--- src/rtl/branch_resolver.sv ---
// Branch outcome resolver with 2-bit BHT, registered redirect and flush window.
// Optional statistics counters: define BR_RESOLVER_STATS_EN.
module branch_resolver #(
  parameter int IDX_W        = 4,
  parameter int FLUSH_CYCLES = 2
) (
  input  logic        i_clk,
  input  logic        i_reset,
  input  logic [31:0] i_fetchPc,
  output logic        o_predTaken,
  input  logic        i_valid,
  input  logic [31:0] i_pc,
  input  logic [31:0] i_target,
  input  logic [2:0]  i_funct3,
  input  logic        i_predTaken,
  output logic        o_brUnsign,
  input  logic        i_brLess,
  input  logic        i_brEqual,
  output logic        o_taken,
  output logic        o_mispredict,
  output logic [31:0] o_redirectPc,
  output logic        o_illegal,
  output logic [31:0] o_brCount,
  output logic [31:0] o_mispCount
);

  localparam int N  = 1 << IDX_W;
  localparam int CW = (FLUSH_CYCLES > 1) ? $clog2(FLUSH_CYCLES) : 1;

  typedef enum logic {IDLE, FLUSH} state_t;

  state_t          r_state;
  logic [CW-1:0]   r_cnt;
  logic [1:0]      r_bht [N];
  logic            r_misp;
  logic            r_ill;
  logic [31:0]     r_rpc;

  logic [IDX_W-1:0] w_fidx;
  logic [IDX_W-1:0] w_uidx;
  logic             w_dec;
  logic             w_legal;
  logic             w_accept;
  logic             w_upd;
  logic             w_misp;
  logic             w_unused;

  assign w_fidx   = i_fetchPc[IDX_W+1:2];
  assign w_uidx   = i_pc[IDX_W+1:2];
  assign w_unused = ^{i_fetchPc[31:IDX_W+2], i_fetchPc[1:0]};

  always_comb begin
    w_dec   = 1'b0;
    w_legal = 1'b1;
    case (i_funct3)
      3'b000:  w_dec = i_brEqual;
      3'b001:  w_dec = !i_brEqual;
      3'b100:  w_dec = i_brLess;
      3'b101:  w_dec = !i_brLess;
      3'b110:  w_dec = i_brLess;
      3'b111:  w_dec = !i_brLess;
      default: w_legal = 1'b0;
    endcase
  end

  assign w_accept = i_valid && (r_state == IDLE) && !i_reset;
  assign w_upd    = w_accept && w_legal;
  assign w_misp   = w_upd && (w_dec != i_predTaken);

  assign o_brUnsign   = i_funct3[1];
  assign o_taken      = w_accept && w_dec;
  assign o_predTaken  = r_bht[w_fidx][1];
  assign o_mispredict = r_misp;
  assign o_illegal    = r_ill;
  assign o_redirectPc = r_rpc;

  always_ff @(posedge i_clk) begin
    if (i_reset) begin
      r_state <= IDLE;
      r_cnt   <= '0;
      r_misp  <= 1'b0;
      r_ill   <= 1'b0;
      r_rpc   <= '0;
    end else begin
      r_misp <= w_misp;
      r_ill  <= w_accept && !w_legal;
      if (w_misp)
        r_rpc <= w_dec ? i_target : i_pc + 32'd4;
      unique case (r_state)
        IDLE: begin
          if (w_misp) begin
            r_state <= FLUSH;
            r_cnt   <= CW'(FLUSH_CYCLES - 1);
          end
        end
        FLUSH: begin
          if (r_cnt == '0)
            r_state <= IDLE;
          else
            r_cnt <= r_cnt - CW'(1);
        end
        default: r_state <= IDLE;
      endcase
    end
  end

  // Saturating counters; reset to weakly not-taken.
  always_ff @(posedge i_clk) begin
    if (i_reset) begin
      for (int k = 0; k < N; k++)
        r_bht[k] <= 2'b01;
    end else if (w_upd) begin
      if (w_dec && r_bht[w_uidx] != 2'b11)
        r_bht[w_uidx] <= r_bht[w_uidx] + 2'b01;
      else if (!w_dec && r_bht[w_uidx] != 2'b00)
        r_bht[w_uidx] <= r_bht[w_uidx] - 2'b01;
    end
  end

`ifdef BR_RESOLVER_STATS_EN
  logic [31:0] r_brCount;
  logic [31:0] r_mispCount;

  always_ff @(posedge i_clk) begin
    if (i_reset) begin
      r_brCount   <= '0;
      r_mispCount <= '0;
    end else begin
      if (w_upd)
        r_brCount <= r_brCount + 32'd1;
      if (w_misp)
        r_mispCount <= r_mispCount + 32'd1;
    end
  end

  assign o_brCount   = r_brCount;
  assign o_mispCount = r_mispCount;
`else
  assign o_brCount   = 32'h0;
  assign o_mispCount = 32'h0;
`endif

endmodule

--- config.mk ---
export PLATFORM = sky130hd
export DESIGN_NAME = branch_resolver
export DESIGN_NICKNAME = d
export VERILOG_FILES = /design/src/rtl/branch_resolver.sv
export SDC_FILE = /design/constraint.sdc
export NUM_CORES = 1
export LEC_CHECK = 0
export CAP_MARGIN = 0
export CORE_MARGIN = 3
export CORE_UTILIZATION = 43
export DETAILED_ROUTE_END_ITERATION = 10
export HOLD_SLACK_MARGIN = 0.15
export PLACE_DENSITY = 0.82
export SETUP_SLACK_MARGIN = 0.5
export SLEW_MARGIN = 10
export SYNTH_ARGS = -nofsm -noshare
export SYNTH_HDL_FRONTEND = slang
export SYNTH_SLANG_ARGS = --single-unit
--- constraint.sdc ---
create_clock -name i_clk -period 2.7 [get_ports i_clk]
set_clock_uncertainty 0.05 [all_clocks]
set_input_delay 0.54 -clock i_clk [delete_from_list [all_inputs] [get_ports i_clk]]
set_output_delay 0.54 -clock i_clk [all_outputs]
set_load 0.02 [all_outputs]
==> impl_results.md <==
* Routed WL at 14.64 mm
* Synth warn at 0
* Via count at 4440
* Initial antenna violation count at 0
* DRC at 0
* PnR Total Power at 0.002883 W
* Clock root buffer: clkbuf_8
* Clk_lat worst skew at 0.36 ns
* Sequential area share after synthesis at a little over a third
* Fin crit period at 2.523 ns
* Switching power at between 0.0009 and 0.001 W
* Max layer used: met4
* Starting Density at 44.53%
* Layout cell share with drive strength beyond 1 at 24.62%
* Placed Area at 5887 um^2
* Num CTS Buffers at 9
* HP Class: register to register
* Synth top area cells: edfxtp_1, dfxtp_1, buf_4
* Layout Cells excl Fill at 794
* Most frequent cell after synthesis: buf_4
* DP Cell Count at approximately 760
* Area growth, synth to finish at 45.03%
* Status: finished, final reports clean
* Routability cong. at 0.8579
* Cell area after layout at 6698 um^2
* First-pass GRT wire length at a little over 20 mm
* Sw Share at about 32%
* Most Frequent Cell on Critical Path: mux4_2
* Total GRT Usage at 22.15%
* Worst-margin pin slew at 0.5309 ns
* Multi-input logic area at 2819 um^2
* # IOs at just over 200
* R2r setup slk at 0.37 ns
* Vias per cell at around 5.6
* Slew Viols, Final at 0
* Post-synth cell types at 57
* Comb pwr share at between 30% and 40%
* Startpoint Class: register
* # nets final at 762
* Die width at 109.6 um
* Post-synthesis register bit count at between 60 and 70
* Filler Cells Inserted at 756
* Critical Path Fanout Max at 2
* Cells after synthesis at 503
* Yosys top cell by area: edfxtp_1
* Row Count at 37
* Htree depth at 3
* Slowest-stage cell, CP: mux4_2
* Detailed placement HPWL at 9.598 mm
* Critical path class: register to output pin
* Clock transition at path regs at around 0.08 ns
* Pleak at 2.596 nW
* WL per Instance at ~18 um
* Fmax at ~400 MHz
* Die Height at about 110 um
* EDFF count, synth at 32
* CP Cell Sequence: mux4_2, mux4_2, buf_6
* CTS Hold Bufs at 0
* P_int at 0.001958 W
* CP required at 2.11 ns
* Clock sink total at between 60 and 70
* Port buffer count at between 100 and 150
* CP endpoint kind: output pin
* Mapped Area at 4618 um^2
* First-pass detailed-route iteration total at 7
* Largest net degree at the start of global routing at 44
* Max Cap Violations at 0
* Most common flop cell mapped by yosys: dfxtp_1
* Sequential cell area at 1682 um^2
* Critical path arrival at a little under 2 ns
* M1 wire length at 5.099 mm
* Antenna Violating Nets Remaining at 0
* Global route total overflow at 0
* Sequential Power Share at 39.7%
* Synth top area share at roughly a fifth
* RSZ-0062 raised after global routing: true
* Worst VDD drop at 0.0002538 V
* TritonCTS clock tree: yes
* Tcrit/Tclk final at 93.45%
* WL met2 at 7.679 mm
* Rel. slew slack at around 65%
* Ys async rst share at 0%
* Met3 routed WL at ~1.4 mm
* Die area at roughly 12000 um^2
* Top cells by count, synth: buf_4, nand2_1, nor2_1, dfxtp_1, edfxtp_1
* Worst-case clock buffer depth at 2
* Antenna diodes at 0
* Core area at approximately 10000 um^2
* Clock share of power at 29.8%
* Mapped Avg Cell Area at 9.181 um^2
* Crit path largest cell delay at about 0.5 ns
* Vias in the first global route at 4077
* Power density over the cells at 430.5 nW/um^2
* Initial DRC Count at 487
* Final hold violations at 0
* Setup Viol. Count Final at 0
worst paths after layout:
path	end	depth (start not counted)	startpoint
setup / recovery	o_predTaken	3	r_bht[2][1]
hold / removal	o_redirectPc[4]	2	o_redirectPc[4]
setup reg to reg	r_bht[9][1]	8	r_bht[2][1]
hold reg to reg	o_redirectPc[4]	2	o_redirectPc[4]
critical path: cells and delay by family, from the launching register on:
kind / cells / cell delay [ns]
buffers and inverters: 1 / 0.15
flip-flops: 1 / 0.46
multiplexers: 2 / 0.98
cells in the final DEF (no fill, tap or decap), drive strengths merged, types with 7 or more instances in the layout:
cell type | netlist | final
a21oi | 20 | 20
a31o | 17 | 17
and3 | 7 | 7
buf | 85 | 71
clkbuf | 18 | 12
clkdlybuf4s50 | 0 | 87
conb | 1 | 64
dfxtp | 36 | 36
dlymetal6s2s | 0 | 14
edfxtp | 32 | 32
inv | 8 | 8
mux4 | 13 | 13
nand2 | 62 | 62
nand3 | 31 | 31
nand4 | 11 | 11
nor2 | 46 | 46
o211ai | 11 | 11
xnor2 | 12 | 12
xor2 | 17 | 17
state kept, by name, indices dropped and copies added (netlist names):
| name | count |
|---|---|
| r_state | 1 |
| o_mispredict | 1 |
| o_redirectPc | 32 |
| r_cnt | 1 |
| r_bht | 32 |
| o_illegal | 1 |
power groups by stage:
stage	Sequential [W]	Combinational, W	Clock, W
floorplan	0.00120	0.000447	0
global placement	0.00117	0.000706	0
global route	0.00115	0.000930	0.000902
finish	0.00114	0.000879	0.000859
CTS	0.00114	0.000804	0.000858
detailed placement	0.00117	0.000720	0
per-layer routing:
| metal | track usage [%] | vias up |
|---|---|---|
| li1 | - | 1983 |
| met3 | 4.463 | 53 |
| met5 | 0 | - |
| met1 | 25.33 | 2111 |
| met4 | 10.33 | 0 |
| met2 | 39.49 | 293 |
logic make-up (layout without fill, tap and decap cells):
logic type | after synthesis | in the layout | share of synthesized area, %
AO/OA/AOI/OAI | 86 | 87 | 14.06
other | 1 | 64 | 0.08120
flip-flops | 68 | 68 | 36.41
adder cells (fa/ha/maj) | 4 | 4 | 1.084
multiplexers | 21 | 21 | 8.480
buffers and inverters | 111 | 202 | 15.28
AND/OR/NAND/NOR | 183 | 183 | 18.94
XOR/XNOR | 29 | 29 | 5.662
through the flow:
| stage | TNS, ns | utilization (%) | hold WS [ns] | setup WS [ns] |
|---|---|---|---|---|
| final | 0 | 64.59 | 0.4046 | 0.1768 |
| after global routing | 0 | 64.59 | 0.4273 | 0.1348 |
| after CTS | 0 | 61.35 | 0.4054 | 0.1751 |
| after detailed placement | -17.78 | 56.77 | 0.3946 | -0.6285 |
| after global placement | -13.09 | 56.77 | 0.3877 | -0.5814 |
| after floorplan | 0 | - | 0.3866 | 0.3577 |
repair_timing:
action,CTS,global route
gates cloned,2,1
gates resized for setup,76,64
pin swaps,13,18
buffers inserted,11,6
endpoints found under the setup margin,98,93
cell type report:
cell class,instances,area share [%]
tap,136,2.541
clock inverter,5,0.7659
timing repair buffer,178,26.94
multi-input combinational,388,42.09
inverter,8,0.4483
clock buffer,11,2.111
sequential,68,25.11
Power figures use the tool's default switching activity.
